--- src/rtl/bsg_cgol_run_ctrl.sv ---
// Run controller for the Game-of-Life cell array: accepts a job, issues one advance
// strobe per generation spaced by gen_latency_p, and reports the generations executed.
module bsg_cgol_run_ctrl #(
  parameter int max_game_length_p = 1024,
  parameter int gen_latency_p     = 1,
  localparam int game_len_width_lp = $clog2(max_game_length_p + 1)
) (
  input  logic                         clk_i,
  input  logic                         reset_i,
  input  logic [game_len_width_lp-1:0] frames_i,
  input  logic [1:0]                   mode_i,
  input  logic                         v_i,
  output logic                         ready_o,
  input  logic                         abort_i,
  output logic                         v_o,
  input  logic                         yumi_i,
  output logic [game_len_width_lp-1:0] gen_count_o,
  output logic                         busy_o,
  output logic                         update_o,
  output logic                         en_o
);

  localparam int phase_width_lp = (gen_latency_p > 1) ? $clog2(gen_latency_p) : 1;
  localparam logic [phase_width_lp-1:0]    phase_last_lp = phase_width_lp'(gen_latency_p - 1);
  localparam logic [game_len_width_lp-1:0] max_len_lp    = game_len_width_lp'(max_game_length_p);
  localparam logic [1:0] mode_step_lp = 2'd1;
  localparam logic [1:0] mode_free_lp = 2'd2;

  typedef enum logic [1:0] {IDLE, BUSY, DONE} state_e;

  state_e                         state_q, state_d;
  logic                           free_q, free_d;
  logic [game_len_width_lp-1:0]   target_q, target_d;
  logic [game_len_width_lp-1:0]   gen_count_q, gen_count_d;
  logic [phase_width_lp-1:0]      phase_q, phase_d;
  logic                           abort_pending_q, abort_pending_d;
  logic                           accept;
  logic                           gen_due;
  logic                           more_due;

  // NOTE: every signal driven here gets a default first, so no path can infer a latch.
  always_comb begin
    state_d         = state_q;
    free_d          = free_q;
    target_d        = target_q;
    gen_count_d     = gen_count_q;
    phase_d         = phase_q;
    abort_pending_d = abort_pending_q;
    accept          = 1'b0;
    gen_due         = 1'b0;
    more_due        = 1'b0;
    ready_o         = 1'b0;
    update_o        = 1'b0;
    busy_o          = 1'b0;
    en_o            = 1'b0;
    v_o             = 1'b0;

    unique case (state_q)
      IDLE: begin
        ready_o = ~reset_i;
        accept  = v_i & ~reset_i;
        if (accept) begin
          update_o        = 1'b1;
          gen_count_d     = '0;
          phase_d         = '0;
          abort_pending_d = 1'b0;
          free_d          = (mode_i == mode_free_lp);
          if (mode_i == mode_step_lp)      target_d = game_len_width_lp'(1);
          else if (free_d)                 target_d = '0;
          else if (frames_i > max_len_lp)  target_d = max_len_lp;
          else                             target_d = frames_i;
          state_d = (free_d || (target_d != '0)) ? BUSY : DONE;
        end
      end

      BUSY: begin
        busy_o  = 1'b1;
        gen_due = free_q || (gen_count_q < target_q);
        en_o    = (phase_q == '0) && gen_due && ~abort_i && ~abort_pending_q;
        if (en_o && (gen_count_q != '1))
          gen_count_d = gen_count_q + game_len_width_lp'(1);
        more_due = free_q || (gen_count_d < target_q);

        // An abort at phase 0 has nothing in flight; otherwise let the generation finish.
        if ((phase_q == '0) && abort_i)
          state_d = DONE;
        else if ((phase_q == phase_last_lp) && (!more_due || abort_pending_q || abort_i))
          state_d = DONE;
        else if (abort_i)
          abort_pending_d = 1'b1;

        phase_d = (phase_q == phase_last_lp) ? '0 : phase_q + phase_width_lp'(1);
        if (state_d == DONE) abort_pending_d = 1'b0;
      end

      DONE: begin
        v_o = 1'b1;
        if (yumi_i) state_d = IDLE;
      end

      default: state_d = IDLE;
    endcase
  end

  // NOTE: state registers use non-blocking assignments so every flop samples pre-edge values.
  always_ff @(posedge clk_i or posedge reset_i) begin
    if (reset_i) begin
      state_q         <= IDLE;
      free_q          <= 1'b0;
      target_q        <= '0;
      gen_count_q     <= '0;
      phase_q         <= '0;
      abort_pending_q <= 1'b0;
    end else begin
      state_q         <= state_d;
      free_q          <= free_d;
      target_q        <= target_d;
      gen_count_q     <= gen_count_d;
      phase_q         <= phase_d;
      abort_pending_q <= abort_pending_d;
    end
  end

  assign gen_count_o = gen_count_q;

endmodule

--- config.mk ---
export PLATFORM = sky130hd
export DESIGN_NAME = bsg_cgol_run_ctrl
export DESIGN_NICKNAME = d
export VERILOG_FILES = /design/src/rtl/bsg_cgol_run_ctrl.sv
export SDC_FILE = /design/constraint.sdc
export NUM_CORES = 1
export LEC_CHECK = 0
export ABC_AREA = 0
export BUFFER_PORTS_ARGS = -buffer_cell sky130_fd_sc_hd__buf_4
export CORE_MARGIN = 4
export CORE_UTILIZATION = 34
export DETAILED_ROUTE_END_ITERATION = 10
export PLACE_DENSITY = 0.55
export SYNTH_ARGS = -nofsm -noshare
export SYNTH_HDL_FRONTEND = slang
export SYNTH_SLANG_ARGS = --single-unit
--- constraint.sdc ---
create_clock -name clk_i -period 5.24 [get_ports clk_i]
set_input_delay 0.524 -clock clk_i [delete_from_list [all_inputs] [get_ports clk_i]]
set_output_delay 0.524 -clock clk_i [all_outputs]
set_load 0.02 [all_outputs]
==> flow_metrics.tcl <==
set metrics [dict create \
    synthArstFlopShare_pct 100 \
    cts_tree "built" \
    post-dp-hpwl_um 4420 \
    syn_area_per_cell_um2 8.44 \
    syn_nets 280 \
    rsz0062_at_grt "no" \
    syn_to_final_growth_pct 18.7 \
    critical_path.slowest_cell "dfrtp_1" \
    finClkSkew_ns 0.00615 \
    gp_congestion 0.864 \
    path_clk_slew_ns 0.10 \
    drv_cap 0 \
    initial_utilization_pct 36.1 \
    pin_count 34 \
    setup_viol 0 \
    ys_types 50 \
    fmax_ghz 0.270 \
    clock-sinks 26 \
    overflow 0 \
    dpl_cell_area_mm2 0.00234 \
    p_total_w 0.00115 \
    portBuffers 33 \
    slowest_delay_ns 0.48 \
    yosysWarnings 0 \
    drt_iter0_drc 98 \
    groute.usage.overall_pct 16.6 \
    placementRows 27 \
    grt_max_degree 28 \
    ctsRootBufferMaster "clkbuf_8" \
    finalSetupTns_ns 0 \
    post_cts_buffers 0 \
    grt_antenna_before_repair 0 \
    grt_pass1_vias 1793 \
    synth_cells 241 \
    comb_power_share_pct 58.0 \
    swShare_pct 47.2 \
    drt_pre_antenna_iters 4 \
    power.leakage_nw 1.11 \
    slew_headroom_pct 29.4 \
    synth_area_mm2 0.00203 \
    die_area_mm2 0.00729 \
    cp_cell_sequence "ha_1 > and4_4 > nor2b_1 > o31a_1 > a21o_1 > nor4_2 > xnor2_1 > ha_1 > a21o_1 > a21o_1 > a211oi_1 > o211a_1 > nand3_1 > o21a_1" \
    finalHoldViolCount 0 \
    synth_edf_count 0 \
    critPathMaxFanout 11 \
    seqPwrFrac_pct 26.9 \
    grt_pass1_wl_um 9640 \
    path_buf_inv 0 \
    cpMostUsedCell "a21o_1" \
    cts_resized 0 \
    clk_path_buf_depth 2 \
    outcome "finished, final reports clean" \
    power.share.clock_pct 15.1 \
    routed_wl_um 5840 \
    tightest_slew_ns 1.06 \
    post_route_cells_drive_above_1_share_pct 17.3 \
    synth_seq_area_share_pct 32.0 \
    crit_type "flip-flop to flip-flop" \
    power_density_mw_per_mm2 476 \
    ant_nets 0 \
    finalCritPeriodShare_pct 70.8 \
    cts_hold_buf 0 \
    fp.dieW_um 85.4 \
    p_int_w 0.000607 \
    cp.arrival_ns 3.89 \
    synth_flop_cell "dfrtp_1" \
    n_antenna_cell 0 \
    core_mm2 0.00564 \
    synth-seq-cells 26 \
    avgRoutedWirePerCell_um 17.0 \
    min_period_ns 3.71 \
    cp_top_family "compound AO/OA/AOI/OAI gates" \
    required_ns 5.42 \
    hp-class "input pin to flip-flop" \
    cp-end-kind "flip-flop" \
    via_count 1873 \
    drv_slew 0 \
    final_area_mm2 0.00241 \
    drc 0 \
    cts_buffers 3 \
    finalNetCount 312 \
    viasPerCell 5.44 \
    startpoint_type "flip-flop" \
    clk_latency_ns 0.28 \
    ir_drop_uv 212 \
    die_y_um 85.4 \
    mostFrequentLayoutCells "nand2_1 (34), buf_4 (34), dfrtp_1 (26)" \
    h-tree-depth 1 \
    p_switching_w 0.000542 \
]
[flip-flops by register name, indices dropped and copies added, names as in the netlist]
| signal | cells |
|---|---|
| abort_pending_q | 1 |
| state_q | 2 |
| gen_count_o | 11 |
| target_q | 11 |
| free_q | 1 |
[area by class of cell]
type | count | area, µm²
clock buffer | 3 | 41.3
clock inverter | 1 | 30.0
fill | 585 | 3230
inverter | 19 | 71.3
multi-input combinational | 189 | 1280
sequential | 26 | 651
tap | 72 | 90.1
timing repair buffer | 34 | 255
[metrics by stage]
step	worst slack, ns	std cells	util, %	hold WS [ns]
after detailed placement	1.60	340	41.5	0.492
after global routing	1.33	344	42.8	0.443
after CTS	1.57	344	42.8	0.446
final	1.53	344	42.8	0.448
after floorplan	1.73	241	-	0.471
after global placement	1.68	340	41.5	0.493
[tightest hold or removal path, stage by stage]
cell and delay (ns):
buf_4 0.08, nand2_1 0.03, o21ai_0 0.06
[power by group through the flow]
stage	combinational, W	clock (W)	sequential (W)
4_1_cts	0.000665	0.000181	0.000309
3_5_place_dp	0.000661	0	0.000313
6_report	0.000666	0.000173	0.000309
3_3_place_gp	0.000655	0	0.000312
5_1_grt	0.000739	0.000191	0.000319
2_1_floorplan	0.000464	0	0.000314
[cell usage after synthesis, types with 2 or more instances]
library cell	instances	area share (%)
a21o_1	5	1.8
xnor2_1	7	3.0
clkbuf_1	4	0.74
buf_2	2	0.49
inv_1	19	3.5
nand2b_1	2	0.61
o21ai_0	18	4.4
nor2_1	11	2.0
or4_1	2	0.74
a31o_2	2	0.86
ha_1	21	13
nand4_1	4	1.2
and3_1	3	0.92
o211ai_1	2	0.74
nand2_1	34	6.3
and4_4	2	1.1
xor2_1	2	0.86
nand3_1	11	2.7
nor3_1	9	2.2
dfrtp_1	26	32
o31a_1	2	0.86
nor4_1	2	0.61
and2_1	3	0.92
o21a_1	2	0.74
a221o_1	2	0.98
a21oi_1	10	2.5
a31oi_1	8	2.5
o31ai_1	2	0.74
nor2b_1	3	0.92
[path summary, 6_finish.rpt]
path,slack (ns),cells after the start,endpoint,start
worst min register to register,0.52,1,abort_pending_q,abort_pending_q
worst min-delay path,0.45,3,target_q[7],frames_i[7]
min in group asynchronous,0.51,2,target_q[1],reset_i
max in group asynchronous,4.10,2,target_q[10],reset_i
worst max register to register,1.53,14,state_q[1],gen_count_o[9]
worst max-delay path,1.53,14,state_q[1],gen_count_o[9]
[kinds of logic after synthesis]
group | count (synthesis) | share of synthesized area, %
AND/OR/NAND/NOR | 91 | 22.9
adder cells (fa/ha/maj) | 21 | 12.9
XOR/XNOR | 9 | 3.87
AO/OA/AOI/OAI | 68 | 23.0
buffers and inverters | 26 | 5.29
flip-flops | 26 | 32.0
[layer usage]
layer	track usage, %	vias up	wire length, µm
li1	-	940	-
met1	24.3	880	2980
met2	24.8	44	2500
met3	3.30	9	261
met4	4.17	0	99
met5	0	-	0
(Power assumes the default switching activity.)
